## src/rtl/p3_reg_file_pkg.sv

```systemverilog
// Shared types and sizing constants for the Simple RISC Machine register file.
package p3_pkg;

  localparam int DATA_W     = 16;
  localparam int REG_ADDR_W = 3;

  typedef logic [15:0] word_t;
  typedef logic [2:0]  regnum_t;

endpackage

```

## src/rtl/p3_reg_file_if.sv

```systemverilog
// Controller-to-register-file bus: write port, read index and read data.
interface p3_reg_file_if #(
  parameter int DATA_W = p3_pkg::DATA_W,
  parameter int ADDR_W = p3_pkg::REG_ADDR_W
);

  logic [DATA_W-1:0] data_in;
  logic [ADDR_W-1:0] writenum;
  logic              write;
  logic [ADDR_W-1:0] readnum;
  logic [DATA_W-1:0] data_out;

  modport master (
    output data_in,
    output writenum,
    output write,
    output readnum,
    input  data_out
  );

  modport slave (
    input  data_in,
    input  writenum,
    input  write,
    input  readnum,
    output data_out
  );

endinterface

```

## src/rtl/p3_reg_file_dec.sv

```systemverilog
// Binary-to-one-hot decoder, N inputs to 2**N outputs.
module p3_decoder #(
  parameter int N = p3_pkg::REG_ADDR_W
) (
  input  logic [N-1:0]        i_bin,
  output logic [(1<<N)-1:0]   o_onehot
);

  always_comb begin
    o_onehot        = '0;
    o_onehot[i_bin] = 1'b1;
  end

endmodule

```

## src/rtl/p3_reg_file_load_en.sv

```systemverilog
// DATA_W-bit register with synchronous clear and load enable; clear wins over load.
module p3_reg_load_en #(
  parameter int DATA_W = p3_pkg::DATA_W
) (
  input  logic              clk,
  input  logic              reset,
  input  logic              i_load,
  input  logic [DATA_W-1:0] i_d,
  output logic [DATA_W-1:0] o_q
);

  logic [DATA_W-1:0] r_q;

  always_ff @(posedge clk) begin
    if (reset) begin
      r_q <= '0;
    end else if (i_load) begin
      r_q <= i_d;
    end
  end

  assign o_q = r_q;

endmodule

```

## src/rtl/p3_reg_file.sv

```systemverilog
// Eight-entry register file: one synchronous write port, one combinational read port.
module p3_reg_file #(
  parameter int DATA_W = p3_pkg::DATA_W,
  parameter int NREGS  = (1 << p3_pkg::REG_ADDR_W)
) (
  input  logic          clk,
  input  logic          reset,
  p3_reg_file_if.slave  bus
);

  localparam int ADDR_W = $clog2(NREGS);

  logic [NREGS-1:0]  w_wr_dec;
  logic [NREGS-1:0]  w_ld_en;
  logic [NREGS-1:0]  w_rd_sel;
  logic [DATA_W-1:0] w_q [NREGS];
  logic [DATA_W-1:0] w_rd_data;

  p3_decoder #(.N(ADDR_W)) u_wr_dec (
    .i_bin    (bus.writenum),
    .o_onehot (w_wr_dec)
  );

  assign w_ld_en = w_wr_dec & {NREGS{bus.write}};

  generate
    for (genvar gi = 0; gi < NREGS; gi++) begin : g_regs
      p3_reg_load_en #(.DATA_W(DATA_W)) u_reg (
        .clk    (clk),
        .reset  (reset),
        .i_load (w_ld_en[gi]),
        .i_d    (bus.data_in),
        .o_q    (w_q[gi])
      );
    end
  endgenerate

  // Read side is an AND-OR mux driven by a one-hot select, no clock involved.
  p3_decoder #(.N(ADDR_W)) u_rd_dec (
    .i_bin    (bus.readnum),
    .o_onehot (w_rd_sel)
  );

  always_comb begin
    w_rd_data = '0;
    for (int i = 0; i < NREGS; i++) begin
      w_rd_data = w_rd_data | (w_q[i] & {DATA_W{w_rd_sel[i]}});
    end
  end

  assign bus.data_out = w_rd_data;

endmodule

```

## src/flat_wrapper.sv

```systemverilog
// flat-port wrapper written by rule: the top's interface ports become plain ports
module p3_reg_file_flat import p3_pkg::*;
#(
  parameter int DATA_W = p3_pkg::DATA_W,
  parameter int NREGS  = (1 << p3_pkg::REG_ADDR_W)
)
  (clk, reset, bus_data_in, bus_writenum, bus_write, bus_readnum, bus_data_out);
  p3_reg_file_if #(.DATA_W(DATA_W), .ADDR_W(3)) bus_i ();
  input  logic clk;
  input  logic reset;
  input wire logic [$bits(bus_i.data_in)-1:0] bus_data_in;
  input wire logic [$bits(bus_i.writenum)-1:0] bus_writenum;
  input wire logic [$bits(bus_i.write)-1:0] bus_write;
  input wire logic [$bits(bus_i.readnum)-1:0] bus_readnum;
  output wire logic [$bits(bus_i.data_out)-1:0] bus_data_out;
  assign bus_i.data_in = bus_data_in;
  assign bus_i.writenum = bus_writenum;
  assign bus_i.write = bus_write;
  assign bus_i.readnum = bus_readnum;
  assign bus_data_out = bus_i.data_out;
  p3_reg_file #(.DATA_W(DATA_W), .NREGS(NREGS)) u_core (.clk(clk), .reset(reset), .bus(bus_i));
endmodule
```

## config.mk

```make
export PLATFORM = sky130hd
export DESIGN_NAME = p3_reg_file_flat
export DESIGN_NICKNAME = d
export VERILOG_FILES = /design/src/rtl/p3_reg_file_pkg.sv /design/src/rtl/p3_reg_file_if.sv /design/src/rtl/p3_reg_file_dec.sv /design/src/rtl/p3_reg_file_load_en.sv /design/src/rtl/p3_reg_file.sv /design/src/flat_wrapper.sv
export SDC_FILE = /design/constraint.sdc
export NUM_CORES = 1
export LEC_CHECK = 0
export CAP_MARGIN = 20
export CORE_MARGIN = 2
export CORE_UTILIZATION = 47
export CTS_CLUSTER_DIAMETER = 120
export DETAILED_ROUTE_END_ITERATION = 6
export GPL_ROUTABILITY_DRIVEN = 1
export PLACE_DENSITY = 0.66
export SLEW_MARGIN = 25
export SYNTH_ARGS = -nofsm -noshare
export SYNTH_HDL_FRONTEND = slang
export SYNTH_SLANG_ARGS = --single-unit
```

## constraint.sdc

```tcl
create_clock -name clk -period 3.5 [get_ports clk]
set_input_delay 0.7 -clock clk [delete_from_list [all_inputs] [get_ports clk]]
set_output_delay 0.7 -clock clk [all_outputs]
set_load 0.005 [all_outputs]
```

==> run_results.csv <==
group,metric,value,unit
synthesis,synth-async-reset-ratio,0,%
setup_path,worstSetupStartpoint,"bus_readnum[2]",
sta,max-slew-margin-rel,32.4,%
setup_path,crit_end,"bus_data_out[15]",
clock_tree,postCtsHoldBufs,0,
die,die_h,115,um
sta,period_share,92.2,%
clock_tree,clk_pin_slew,0.06,ns
clock_tree,cts_tree,"built",
die,pin_count,41,
setup_path,reg2reg_from,"u_core.g_regs[1].u_reg.o_q[12]",
routing,drt_wl_total,15700,um
synthesis,synth-edff-count,0,
sta,hold_viol,0,
setup_path,start_kind,"input port",
synthesis,synth_top_area_cell,"dfxtp_1",
setup_path,reg2regPathDepth,2,
sta,tightest_slew,1.01,ns
routing,viasPerCell,5.84,
grt,grt_pass1_vias,4705,
power_and_ir_drop,power.density,533,nW/um^2
synthesis,synthFlopType,"dfxtp_1",
setup_path,cp.depth,5,
synthesis,yosysMostFrequentCell,"nand2_1",
setup_path,crit_fanout,32,
layout,multiInputGateArea,2780,um^2
setup_path,r2r_slack,2.84,ns
setup_path,criticalPathCategory,"in2out",
layout,diodes,0,
outcome,status,"finished clean",
clock_tree,postCtsSetupBuffers,0,
grt,grt_util_met1,31.9,%
grt,met3_usage,5.24,%
layout,area_delta_synth_final,16.6,%
synthesis,synth_cell_types,20,
grt,antenna_found_initial,0,
power_and_ir_drop,ir_drop,0.000319,V
sta,min_period,3.23,ns
routing,vias,4733,
routing,wl_per_cell,19.3,um
layout,largest_register_ffs,128,
grt,grt_use_met2,41.5,%
layout,nets,676,
clock_tree,clock_latency,0.41,ns
routing,dr.pass1.iters,5,
synthesis,synth-seq-cells,128,
die,core_area,12000,um^2
clock_tree,cts_buffers,17,
die,die_area,13100,um^2
setup_path,path_cells,"clkdlybuf4s50_1 > buf_12 > mux4_2 > mux2_2 > clkdlybuf4s50_1",
power_and_ir_drop,leakagePower,2.41,nW
sta,rsz0062_at_grt,"false",
worst_hold_path,min_path_type,"reg2reg",
clock_tree,clockRootBuffer,"clkbuf_16",
setup_path,worstPathArrival,2.53,ns
routing,ant_nets,0,
synthesis,syn-cell-area,5740,um^2
layout,final_util,56.0,%
routing,drtIter0Drc,304,
synthesis,synth_top_area_share,44.6,%
grt,grt_pass1_wl,24900,um
placed_design,gp_congestion,0.768,
clock_tree,cts_buffer_depth,2,
setup_path,worstSetupEndpointType,"output port",
setup_path,r2r-end,"u_core.g_regs[1].u_reg.o_q[12]",
synthesis,ys_seq_area_share,44.6,%
routing,route.detailed.drc,0,
sta,slew_viol_final,0,
setup_path,cp_top_family,"buffers and inverters",
synthesis,yosys_warnings,0,
job,max-cap-violations,0,
grt,grt_usage,25.1,%
placed_design,hpwlAfterDp,9210,um
die,rows,40,
die,die_w,115,um
synthesis,synth_fp_nets,671,
layout,register_area,2560,um^2
sta,fin_setup_tns,0,ns
sta,fmax,0.310,GHz
grt,top_usage_layer,"met2",
sta,fin_skew,0,ns
setup_path,cp.required,2.80,ns
synthesis,synthTopCellsByCount,"256 x nand2_1, 128 x a21oi_1, 128 x dfxtp_1, 28 x mux4_1, 23 x clkbuf_1",
sta,setup_violations,0,
layout,fill_cells,1006,
grt,grt_max_degree,80,
synthesis,synth_area_leaders,"dfxtp_1 45%, nand2_1 17%, mux4_1 13%, a21oi_1 11%, mux2_2 3.1%",
grt,grt.overflow.total,0,
placed_design,numPortBuffers,40,
setup_path,crit_top_cell,"clkdlybuf4s50_1",
die,start_util,48.0,%
setup_path,critPathSlowestCell,"clkdlybuf4s50_1",
synthesis,syn-instance-count,646,
synthesis,synth_area_per_cell,8.89,um^2
clock_tree,htree_levels,4,
setup_path,path_buf_inv,3,
clock_tree,cts_sinks,128,
clock_tree,post_cts_resized,0,
setup_path,cpPeakStageDelay,0.50,ns
layout,drive_gt1_share,10.8,%
## routing by layer
metal  share of wire (%)  vias up
met5                   0        -
met4                 1.9        0
met3                 6.2       28
met2                  50      186
met1                  42     2310
li1                    -     2209
## area by class of cell
| cell class | count | area share [%] |
|---|---|---|
| Multi-Input combinational cell | 448 | 41.6 |
| Sequential cell | 128 | 38.3 |
| Timing Repair Buffer | 56 | 8.22 |
| Clock buffer | 23 | 7.28 |
| Tap cell | 147 | 2.75 |
| Clock inverter | 9 | 1.94 |
## layout by cell type, fill, tap and decap left out, drive strengths merged, types with 2 or more instances in the layout
master         netlist  layout
dfxtp              128     128
nand2              256     256
nand4bb              3       3
clkbuf              31      23
buf                 39      18
mux2                16      16
nand4b               3       3
bufinv               0       3
mux4                32      32
clkinvlp             0       4
clkinv               0       2
clkdlybuf4s50        0      38
a21oi              128     128
and4bb               3       3
and4b                3       3
## per-stage QoR
| step | power, W | hold slack, ns | cells | worst slack (ns) | instance area [um^2] |
|---|---|---|---|---|---|
| after floorplan | 0.00170 | 0.432 | 646 | 1.05 | 5740 |
| after global placement | 0.00177 | 0.437 | 779 | 0.299 | 6080 |
| after CTS | 0.00358 | 0.451 | 811 | 0.279 | 6700 |
| final | 0.00357 | 0.451 | 811 | 0.273 | 6700 |
| after global routing | 0.00367 | 0.466 | 811 | 0.218 | 6700 |
| after detailed placement | 0.00178 | 0.444 | 779 | 0.284 | 6080 |
## power breakdown
part	switching [W]	internal, W
combinational	0.000143	0.000101
clock	0.000631	0.00119
sequential	0.0000152	0.00149
total	0.000789	0.00278
## logic make-up after synthesis
group	synth area share, %
and+or+nand+nor	19.8
muxes	17.5
DFF	44.6
AOI/OAI and AO/OA	11.2
buffers and inverters	6.91
## worst min path at each step
stage | to | depth (start not counted) | from
6_report | u_core.g_regs[1].u_reg.o_q[2] | 2 | u_core.g_regs[1].u_reg.o_q[2]
2_1_floorplan | u_core.g_regs[1].u_reg.o_q[0] | 2 | u_core.g_regs[1].u_reg.o_q[0]
3_5_place_dp | u_core.g_regs[3].u_reg.o_q[7] | 2 | u_core.g_regs[3].u_reg.o_q[7]
4_1_cts | u_core.g_regs[2].u_reg.o_q[4] | 2 | u_core.g_regs[2].u_reg.o_q[4]
3_3_place_gp | u_core.g_regs[7].u_reg.o_q[0] | 2 | u_core.g_regs[7].u_reg.o_q[0]
5_1_grt | u_core.g_regs[3].u_reg.o_q[2] | 2 | u_core.g_regs[3].u_reg.o_q[2]
## tightest hold or removal path, cell delays in order, from the launching register on
cell and delay (ns):
dfxtp_1 0.30, nand2_1 0.05, a21oi_1 0.05
Note: power is estimated with default switching activity, not from simulation.
